==> config.mk <==
export PLATFORM = sky130hd
export DESIGN_NAME = sy_dcache_refill
export DESIGN_NICKNAME = d
export VERILOG_FILES = /design/src/rtl/sy_dcache_refill.sv
export SDC_FILE = /design/constraint.sdc
export NUM_CORES = 2
export LEC_CHECK = 0
export BUFFER_PORTS_ARGS = -buffer_cell sky130_fd_sc_hd__buf_2
export CORE_AREA = 2 2 377 379
export CTS_CLUSTER_DIAMETER = 50
export DETAILED_ROUTE_END_ITERATION = 10
export DIE_AREA = 0 0 379 381
export PLACE_DENSITY_LB_ADDON = 0.12
export SETUP_SLACK_MARGIN = 0.4
export SLEW_MARGIN = 5
export SYNTH_ARGS = -nofsm -noshare
export SYNTH_HDL_FRONTEND = slang
export SYNTH_SLANG_ARGS = --single-unit
==> constraint.sdc <==
create_clock -name clk_i -period 6.2 [get_ports clk_i]
set_clock_uncertainty 0.1 [all_clocks]
set_input_delay 1.24 -clock clk_i [delete_from_list [all_inputs] [get_ports clk_i]]
set_output_delay 1.24 -clock clk_i [all_outputs]
set_load 0.05 [all_outputs]
==> src/rtl/sy_dcache_refill.sv <==
// Data-cache miss handler: optional dirty-victim writeback, then line fill and tag update.
// Drives the low-priority tag/data port of the dcache memory and an AXI-like memory side.

package sy_dcache_pkg;
  localparam int unsigned DCACHE_WAY_NUM   = 4;
  localparam int unsigned DCACHE_SET_WTH   = 6;
  localparam int unsigned DCACHE_BLOCK_WTH = 6;
  localparam int unsigned DCACHE_DATA_WTH  = 3;
  localparam int unsigned DCACHE_IDX_WTH   = DCACHE_SET_WTH + DCACHE_BLOCK_WTH;
  localparam int unsigned DCACHE_TAG_WTH   = 64 - DCACHE_IDX_WTH;

  typedef enum logic [1:0] {
    Clean     = 2'd0,
    Shared    = 2'd1,
    Exclusive = 2'd2,
    Dirty     = 2'd3
  } cache_state_e;

  typedef struct packed {
    logic                      valid;
    cache_state_e              state;
    logic [DCACHE_TAG_WTH-1:0] tag;
  } tag_data_t;

  typedef struct packed {
    logic                      we;
    logic [DCACHE_IDX_WTH-1:0] idx;
    logic [DCACHE_WAY_NUM-1:0] way_en;
    tag_data_t                 wr_tag;
  } tag_req_t;

  typedef struct packed {
    tag_data_t [DCACHE_WAY_NUM-1:0] tag_data;
  } tag_rsp_t;

  typedef struct packed {
    logic                      we;
    logic [DCACHE_IDX_WTH-1:0] idx;
    logic [DCACHE_WAY_NUM-1:0] way_en;
    logic [7:0]                wstrb;
    logic [63:0]               wr_data;
  } data_req_t;

  typedef struct packed {
    logic [DCACHE_WAY_NUM-1:0][63:0] rd_data;
  } data_rsp_t;
endpackage

module sy_dcache_refill
  import sy_dcache_pkg::*;
#(
  parameter int unsigned ADDR_WTH = 64,
  parameter int unsigned BEATS    = 2**(DCACHE_BLOCK_WTH-DCACHE_DATA_WTH)
) (
  input  logic                      clk_i,
  input  logic                      rst_i,
  input  logic                      miss_req_i,
  output logic                      miss_gnt_o,
  input  logic [ADDR_WTH-1:0]       miss_addr_i,
  input  logic [DCACHE_WAY_NUM-1:0] miss_way_i,
  input  cache_state_e              fill_state_i,
  output logic                      miss_done_o,
  output logic                      busy_o,
  output logic                      tag_req_o,
  input  logic                      tag_gnt_i,
  output tag_req_t                  tag_req_bits_o,
  input  tag_rsp_t                  tag_rsp_bits_i,
  output logic                      data_req_o,
  input  logic                      data_gnt_i,
  output data_req_t                 data_req_bits_o,
  input  data_rsp_t                 data_rsp_bits_i,
  output logic                      mem_ar_valid_o,
  input  logic                      mem_ar_ready_i,
  output logic [ADDR_WTH-1:0]       mem_ar_addr_o,
  input  logic                      mem_r_valid_i,
  input  logic [63:0]               mem_r_data_i,
  input  logic                      mem_r_last_i,
  output logic                      mem_aw_valid_o,
  input  logic                      mem_aw_ready_i,
  output logic [ADDR_WTH-1:0]       mem_aw_addr_o,
  output logic                      mem_w_valid_o,
  input  logic                      mem_w_ready_i,
  output logic [63:0]               mem_w_data_o,
  output logic                      mem_w_last_o,
  input  logic                      mem_b_valid_i
);

  localparam int unsigned CNT_WTH     = $clog2(BEATS);
  localparam int unsigned WAY_IDX_WTH = $clog2(DCACHE_WAY_NUM);
  localparam int unsigned OFF_WTH     = DCACHE_BLOCK_WTH;
  localparam logic [ADDR_WTH-1:0] OFF_MASK = ADDR_WTH'((64'd1 << OFF_WTH) - 64'd1);

  typedef enum logic [3:0] {
    IDLE, TAG_RD, TAG_CHK, WB_RD, WB_CAP, WB_AW, WB_W, WB_B,
    FILL_AR, FILL_R, FILL_WR, TAG_WR
  } state_e;

  state_e                    state_q;
  logic [ADDR_WTH-1:0]       addr_q;
  logic [DCACHE_WAY_NUM-1:0] way_q;
  cache_state_e              fill_state_q;
  logic [DCACHE_TAG_WTH-1:0] vic_tag_q;
  logic [CNT_WTH-1:0]        cnt_q;
  logic [63:0]               line_q [BEATS];

  logic [ADDR_WTH-1:0]       miss_line_c;
  logic [WAY_IDX_WTH-1:0]    way_idx_c;
  logic [DCACHE_SET_WTH-1:0] set_c;
  logic [CNT_WTH-1:0]        cnt_inc_c;
  logic                      cnt_last_c;
  tag_data_t                 vic_c;

  function automatic logic [WAY_IDX_WTH-1:0] onehot_idx(input logic [DCACHE_WAY_NUM-1:0] oh);
    logic [WAY_IDX_WTH-1:0] idx;
    idx = '0;
    for (int i = 0; i < DCACHE_WAY_NUM; i++) begin
      if (oh[i]) idx = WAY_IDX_WTH'(i);
    end
    return idx;
  endfunction

  function automatic logic [DCACHE_IDX_WTH-1:0] beat_idx(input logic [DCACHE_SET_WTH-1:0] set,
                                                         input logic [CNT_WTH-1:0] beat);
    return DCACHE_IDX_WTH'({set, beat, DCACHE_DATA_WTH'(0)});
  endfunction

  function automatic tag_req_t mk_tag_req(input logic we, input logic [DCACHE_IDX_WTH-1:0] idx,
                                          input logic [DCACHE_WAY_NUM-1:0] way,
                                          input tag_data_t td);
    tag_req_t r;
    r        = '0;
    r.we     = we;
    r.idx    = idx;
    r.way_en = way;
    r.wr_tag = td;
    return r;
  endfunction

  function automatic data_req_t mk_data_req(input logic we, input logic [DCACHE_IDX_WTH-1:0] idx,
                                            input logic [DCACHE_WAY_NUM-1:0] way,
                                            input logic [63:0] wdata);
    data_req_t r;
    r        = '0;
    r.we     = we;
    r.idx    = idx;
    r.way_en = way;
    if (we) begin
      r.wstrb   = 8'hFF;
      r.wr_data = wdata;
    end
    return r;
  endfunction

  assign miss_line_c = miss_addr_i & ~OFF_MASK;
  assign way_idx_c   = onehot_idx(way_q);
  assign set_c       = addr_q[DCACHE_IDX_WTH-1:DCACHE_BLOCK_WTH];
  assign cnt_inc_c   = cnt_q + 1'b1;
  assign cnt_last_c  = (cnt_q == CNT_WTH'(BEATS-1));
  assign vic_c       = tag_rsp_bits_i.tag_data[way_idx_c];

  // Held off in the miss_done_o cycle so a new miss starts strictly after completion.
  assign miss_gnt_o = rst_i && (state_q == IDLE) && miss_req_i && !miss_done_o;

  // Single-process FSM; every port output is a flop updated on the transition into its state.
  always_ff @(posedge clk_i or negedge rst_i) begin
    if (!rst_i) begin
      state_q         <= IDLE;
      addr_q          <= '0;
      way_q           <= '0;
      fill_state_q    <= Clean;
      vic_tag_q       <= '0;
      cnt_q           <= '0;
      for (int i = 0; i < BEATS; i++) line_q[i] <= '0;
      busy_o          <= 1'b0;
      miss_done_o     <= 1'b0;
      tag_req_o       <= 1'b0;
      tag_req_bits_o  <= '0;
      data_req_o      <= 1'b0;
      data_req_bits_o <= '0;
      mem_ar_valid_o  <= 1'b0;
      mem_ar_addr_o   <= '0;
      mem_aw_valid_o  <= 1'b0;
      mem_aw_addr_o   <= '0;
      mem_w_valid_o   <= 1'b0;
      mem_w_data_o    <= '0;
      mem_w_last_o    <= 1'b0;
    end else begin
      miss_done_o <= 1'b0;
      case (state_q)
        IDLE: begin
          if (miss_gnt_o) begin
            addr_q         <= miss_line_c;
            way_q          <= miss_way_i;
            fill_state_q   <= fill_state_i;
            busy_o         <= 1'b1;
            tag_req_o      <= 1'b1;
            tag_req_bits_o <= mk_tag_req(1'b0, DCACHE_IDX_WTH'(miss_line_c), miss_way_i, '0);
            state_q        <= TAG_RD;
          end
        end
        TAG_RD: begin
          if (tag_gnt_i) begin
            tag_req_o      <= 1'b0;
            tag_req_bits_o <= '0;
            state_q        <= TAG_CHK;
          end
        end
        TAG_CHK: begin
          if (vic_c.valid && (vic_c.state == Dirty)) begin
            vic_tag_q       <= vic_c.tag;
            cnt_q           <= '0;
            data_req_o      <= 1'b1;
            data_req_bits_o <= mk_data_req(1'b0, beat_idx(set_c, '0), way_q, '0);
            state_q         <= WB_RD;
          end else begin
            mem_ar_valid_o  <= 1'b1;
            mem_ar_addr_o   <= addr_q;
            state_q         <= FILL_AR;
          end
        end
        WB_RD: begin
          if (data_gnt_i) begin
            data_req_o      <= 1'b0;
            data_req_bits_o <= '0;
            state_q         <= WB_CAP;
          end
        end
        WB_CAP: begin
          line_q[cnt_q] <= data_rsp_bits_i.rd_data[way_idx_c];
          if (cnt_last_c) begin
            cnt_q          <= '0;
            mem_aw_valid_o <= 1'b1;
            mem_aw_addr_o  <= ADDR_WTH'({vic_tag_q, set_c, OFF_WTH'(0)});
            state_q        <= WB_AW;
          end else begin
            cnt_q           <= cnt_inc_c;
            data_req_o      <= 1'b1;
            data_req_bits_o <= mk_data_req(1'b0, beat_idx(set_c, cnt_inc_c), way_q, '0);
            state_q         <= WB_RD;
          end
        end
        WB_AW: begin
          if (mem_aw_ready_i) begin
            mem_aw_valid_o <= 1'b0;
            mem_aw_addr_o  <= '0;
            mem_w_valid_o  <= 1'b1;
            mem_w_data_o   <= line_q[cnt_q];
            mem_w_last_o   <= cnt_last_c;
            state_q        <= WB_W;
          end
        end
        WB_W: begin
          if (mem_w_ready_i) begin
            if (cnt_last_c) begin
              cnt_q         <= '0;
              mem_w_valid_o <= 1'b0;
              mem_w_data_o  <= '0;
              mem_w_last_o  <= 1'b0;
              state_q       <= WB_B;
            end else begin
              cnt_q         <= cnt_inc_c;
              mem_w_data_o  <= line_q[cnt_inc_c];
              mem_w_last_o  <= (cnt_inc_c == CNT_WTH'(BEATS-1));
            end
          end
        end
        WB_B: begin
          if (mem_b_valid_i) begin
            mem_ar_valid_o <= 1'b1;
            mem_ar_addr_o  <= addr_q;
            state_q        <= FILL_AR;
          end
        end
        FILL_AR: begin
          if (mem_ar_ready_i) begin
            mem_ar_valid_o <= 1'b0;
            mem_ar_addr_o  <= '0;
            cnt_q          <= '0;
            state_q        <= FILL_R;
          end
        end
        FILL_R: begin
          if (mem_r_valid_i) begin
            line_q[cnt_q] <= mem_r_data_i;
            if (mem_r_last_i) begin
              // Beat 0 may be landing in this same cycle on a single-beat burst.
              cnt_q           <= '0;
              data_req_o      <= 1'b1;
              data_req_bits_o <= mk_data_req(1'b1, beat_idx(set_c, '0), way_q,
                                             (cnt_q == '0) ? mem_r_data_i : line_q[0]);
              state_q         <= FILL_WR;
            end else begin
              cnt_q <= cnt_inc_c;
            end
          end
        end
        FILL_WR: begin
          if (data_gnt_i) begin
            if (cnt_last_c) begin
              cnt_q           <= '0;
              data_req_o      <= 1'b0;
              data_req_bits_o <= '0;
              tag_req_o       <= 1'b1;
              tag_req_bits_o  <= mk_tag_req(1'b1, DCACHE_IDX_WTH'(addr_q), way_q,
                                            '{valid: 1'b1, state: fill_state_q,
                                              tag: DCACHE_TAG_WTH'(addr_q >> DCACHE_IDX_WTH)});
              state_q         <= TAG_WR;
            end else begin
              cnt_q           <= cnt_inc_c;
              data_req_bits_o <= mk_data_req(1'b1, beat_idx(set_c, cnt_inc_c), way_q,
                                             line_q[cnt_inc_c]);
            end
          end
        end
        TAG_WR: begin
          if (tag_gnt_i) begin
            tag_req_o      <= 1'b0;
            tag_req_bits_o <= '0;
            miss_done_o    <= 1'b1;
            busy_o         <= 1'b0;
            state_q        <= IDLE;
          end
        end
        default: state_q <= IDLE;
      endcase
    end
  end

endmodule

* Word-level counts from Yosys, hierarchy flattened
Index checks and enable logic that the tools add are counted.
** Storage, ports and cells
- Flip-flop bits (word level) :: 996
- Input bits :: 621
- Output and inout bits :: 362
- Word-level logic and storage cells :: 202
** Operators by class
- Add/sub/neg operators :: 1
- Order comparisons :: 4
- Equal/unequal tests :: 32
- Muxes and demuxes :: 97
- Bitwise logic cells :: 2
- Reductions and logical operators :: 30
** Operators by type and width (number)
- 512-bit bitwise mux :: 2
- 512-bit case mux with 2 select lines :: 1
- 64-bit 2-to-1 mux :: 15
- 89-bit 2-to-1 mux :: 7
- 512-bit 2-to-1 mux :: 1
- 89-bit case mux with 5 select lines :: 1
- 64-bit binary-select mux with 3-bit select :: 2
- 72-bit 2-to-1 mux :: 4
- 64-bit case mux with 2 select lines :: 2
- 72-bit case mux with 3 select lines :: 1
- 64-bit demux with 3-bit select :: 1
- 64-bit case mux with 3 select lines :: 1
- 64-bit binary-select mux with 2-bit select :: 1
- 55-bit binary-select mux with 2-bit select :: 1
- 4-bit 2-to-1 mux :: 14
- 55-bit 2-to-1 mux :: 1
- 4-bit case mux with 12 select lines :: 1
- 2-bit != test, second input constant :: 17
- 3-bit 2-to-1 mux :: 8
- 1-bit 2-to-1 mux :: 23
- 3-bit case mux with 6 select lines :: 1
- 4-bit by 3-bit equality test with 1-bit output, second input constant :: 4
- 4-bit equality test, second input constant :: 4
- 13-bit AND reduction :: 1
- 30 further kinds :: 52

* Longest topological paths before layout
- Depth in word-level cells :: 9
- Gate-level depth with buffers :: 13
- Depth with buffers taken out :: 7

* Worst setup path before layout
No wires, ideal clock.
- Path kind :: input to output
- Start :: input rst_i
- End :: output miss_gnt_o
- Arrival :: 2.303 ns
- Data required time :: 4.860 ns
- Path slack :: 2.557 ns
- Stages on the path :: 4
- Path buffers :: 1
- Cells stage by stage :: and3b_1 nand3_1 inv_2 clkbuf_1
** On the way
- Cells in the longest elaborated chain, start to end :: 3
** RTL lines
- from (decl) :: line 56 : input logic rst_i,
- 1-bit logical AND (3 in a row) :: line 162 : assign miss_gnt_o = rst_i && (state_q == IDLE) && miss_req_i && !miss_done_o;
- to (decl) :: line 58 : output logic miss_gnt_o,
No other way between the ends.

* Worst setup path after layout
- Start :: register state_q[2]
- End :: register line_q[107] (netlist bit)
** On the way
- Cells in the longest elaborated chain, start to end :: 3
** RTL lines
- from (decl) :: line 98 : state_e state_q;
- from (signal assigned) :: line 167 : state_q <= IDLE;
- from (signal assigned) :: line 198 : state_q <= TAG_RD;
- from (signal assigned) :: line 205 : state_q <= TAG_CHK;
- 4-bit equality test / 4-bit by 3-bit equality test with 1-bit output (equally long branches) :: line 189 : case (state_q)
- 2-bit != test (no source line) / 2-bit nonzero test (equally long branches)
- 2-bit AND reduction (no source line)
- to (signal, indexed assignment) :: line 229 : line_q[cnt_q] <= data_rsp_bits_i.rd_data[way_idx_c];
- to (signal, indexed assignment) :: line 284 : line_q[cnt_q] <= mem_r_data_i;
- to (decl) :: line 104 : logic [63:0] line_q [BEATS];
Parallel ways exist; a longest one is shown, timed or not.
A chain may end at the register's enable or synchronous reset.

==> qor.yml <==
outcome: "completed"
relSlewSlack_pct: 20.54
tightestPinTransition_ps: 1188
drtIter0Drc: 3378
fin_crit_ps: 4235
cts_resized: 0
avgRoutedWirePerCell_um: 27.60
synthCells: 4932
fin_util_pct: 43.19
multi_input_area_um2: 23390
crit_path_start_kind: "flip-flop"
die_h_um: 381
seq_area_frac_synth_pct: 49.13
hold_viol: 0
vdd.ir_drop.worst_mv: 0.3462
final_nets: 6299
hold_class: "in -> async"
drc: 0
fill_cells: 13940
clock_sinks: 966
core-area_um2: 140600
r2r_end: "line_q[107]$_DFFE_PN0P_"
seqPwrFrac_pct: 31.3
synth_area_per_cell_um2: 9.976
final-setup-viol-count: 0
grt_pass1_wl_um: 304400
detail-route-antenna-nets: 0
gp_congestion: 0.9663
grt_start_max_net_pins: 145
synth_flop_cell: "dfrtp_1"
yosysWarnings: 0
leakage_nw: 28.30
fp.dieW_um: 379
critPathKind: "reg -> reg"
ios: 983
switching_share_pct: 43.82
reg2reg_slack_ps: 1970
cts_buffers: 140
power.internal_mw: 18.06
worstPathArrival_ps: 4730
rows: 138
max_freq_ghz: 0.2361
clk_pin_slew_ps: 50
layoutNonFillerInstCount: 7715
postCtsSetupBuffers: 0
track_usage_pct: 29.01
drive_above_1_share_pct: 29.08
yosysUniqueCellTypes: 73
required_ps: 6690
p_sw_mw: 14.09
placed_cells: 7422
rsz0062_at_grt: "no"
start_util_pct: 35.01
cts.hold.buffers_added: 0
clock_path_buffers: 3
setup_slack_ps: 1965
async_reset_ff_share_pct: 100.0
cts_root_buffer: "clkbuf_16"
grt_pass1_vias: 40940
r2r-start: "state_q[2]$_DFFE_PN0P_"
crit_fanout: 79
dr.pass1.iters: 6
area_growth_pct: 23.39
overflow: 0
cts_tree: "yes"
vias: 42340
dieArea_um2: 144400
numPortBuffers: 955
synthesis.area_um2: 49200
htree_levels: 4
vias_per_cell: 5.488
synth_seq_cells: 966
antenna_found_initial: 68
p_comb_share_pct: 42.5
end_kind: "flip-flop"
slew_viol_final: 0
powerDensity_nw_per_um2: 529.6
wl_um: 212900
synth_edf_count: 0
hpwlAfterDp_um: 140500
cap_violations: 0
seq_area_um2: 24200
fin_setup_tns_ps: 0
reg2reg_depth: 6
place_ws_ps: 1801
timing.final.crit_share_pct: 68.30
p_clk_share_pct: 26.2
clock_latency_ps: 760
[logic make-up (layout without fill, tap and decap cells)]
family | Yosys count | after routing | synth area share, %
AO/OA/AOI/OAI | 1416 | 1416 | 17.25
XOR/XNOR | 2 | 2 | 0.03561
adder cells (fa/ha/maj) | 4 | 4 | 0.1017
buffers and inverters | 485 | 1318 | 4.178
flip-flops | 966 | 966 | 49.13
multiplexers | 712 | 712 | 18.48
other | 1 | 61 | 0.007622
AND/OR/NAND/NOR | 1346 | 1346 | 10.82
[layout by cell type, fill, tap and decap left out, drive strengths merged, types with 5 or more instances in the layout]
cell	instances
nor2b	22
o21bai	8
nor2	86
and2	7
clkinv	21
inv	35
and3	5
a221o	25
bufinv	18
o22ai	95
nand3	16
a221oi	64
mux2i	364
nand2	1161
conb	21
clkbuf	187
mux2	212
o211ai	73
o211a	12
nand2b	9
nor3	13
a2bb2oi	10
o2bb2ai	16
a22o	72
o21ai	914
dfrtp	966
a21oi	40
buf	1045
mux4	136
diode	40
a22oi	51
clkinvlp	12
[worst max-delay path, stage by stage, from the launching register on]
cell     delay (ps)
dfrtp_1         850
or3b_2          510
a21oi_2         710
nand3_4         940
buf_4           670
nand2_1         140
o21ai_0          80
[power groups by stage]
stage               registers [mW]  logic [mW]  clock network [mW]
global route                  10.4        14.7                8.86
global placement              10.1        13.6                   0
floorplan                     11.7        7.37                   0
detailed placement            10.2        13.7                   0
CTS                           10.1        13.8                8.57
finish                        10.1        13.7                8.41
[cells in the mapped netlist, drive strengths merged, types with 5 or more instances]
library cell | instances | area, µm²
nand2 | 1161 | 4358
dfrtp | 966 | 24170
o21ai | 914 | 4574
mux2i | 364 | 3643
clkbuf | 321 | 1206
mux2 | 212 | 2387
buf | 144 | 774.5
mux4 | 136 | 3063
o22ai | 95 | 594.3
nor2 | 86 | 322.8
o211ai | 73 | 548.0
a22o | 72 | 630.6
a221oi | 64 | 560.5
a22oi | 51 | 382.9
a21oi | 40 | 207.7
a221o | 25 | 250.2
nor2b | 22 | 137.6
inv | 19 | 71.32
nand3 | 16 | 80.08
o2bb2ai | 16 | 140.1
nor3 | 13 | 76.33
o211a | 12 | 120.1
a2bb2oi | 10 | 87.58
nand2b | 9 | 56.30
o21bai | 8 | 60.06
and2 | 7 | 43.80
and3 | 5 | 31.28
[final cells by class]
type	count	share of cell area (%)
Timing Repair Buffer	1045	9.353
Antenna cell	40	0.1649
Sequential cell	966	39.86
Clock inverter	66	1.517
Tap cell	1890	3.895
Inverter	20	0.1237
Multi-Input combinational cell	3501	38.53
Clock buffer	187	6.564
[registers in the layout, summed over array words and instances, names as in the netlist, 2 cells and up]
name	cells
state_q	4
addr_q	58
fill_state_q	2
tag_req_bits_o	65
mem_w_data_o	64
cnt_q	3
mem_ar_addr_o	58
data_req_bits_o	78
line_q	512
way_q	4
vic_tag_q	52
mem_aw_addr_o	58
[stage by stage]
step | total power [mW] | cell area [µm²] | hold slack, ps
after global placement | 23.71 | 55700 | 357.3
final | 32.15 | 60710 | 276.9
after detailed placement | 23.90 | 55700 | 358.1
after global routing | 33.94 | 60660 | 273.1
after CTS | 32.39 | 60610 | 255.4
after floorplan | 19.12 | 49280 | 345.5
[metal layers]
| layer | share of wire [%] | vias to the layer above | wire, µm | GRT usage, % |
|---|---|---|---|---|
| li1 | - | 19180 | - | - |
| met1 | 42 | 21160 | 88930 | 38.25 |
| met2 | 47 | 1617 | 99950 | 46.37 |
| met3 | 7.0 | 377 | 14930 | 6.009 |
| met4 | 4.2 | 14 | 9007 | 11.86 |
| met5 | 0.038 | - | 80 | 0 |
[worst max-delay path by stage]
stage | to | slack (ps) | start | cells past startpoint
2_1_floorplan | miss_gnt_o | 2560 | rst_i | 4
3_5_place_dp | line_q[112]$_DFFE_PN0P_ | 1800 | mem_r_valid_i | 7
4_1_cts | line_q[107]$_DFFE_PN0P_ | 1920 | state_q[2]$_DFFE_PN0P_ | 6
5_1_grt | line_q[122]$_DFFE_PN0P_ | 1720 | state_q[2]$_DFFE_PN0P_ | 6
3_3_place_gp | line_q[106]$_DFFE_PN0P_ | 1850 | mem_r_valid_i | 7
6_report | line_q[107]$_DFFE_PN0P_ | 1970 | state_q[2]$_DFFE_PN0P_ | 6
No activity file was read; power rests on OpenSTA's default activity.
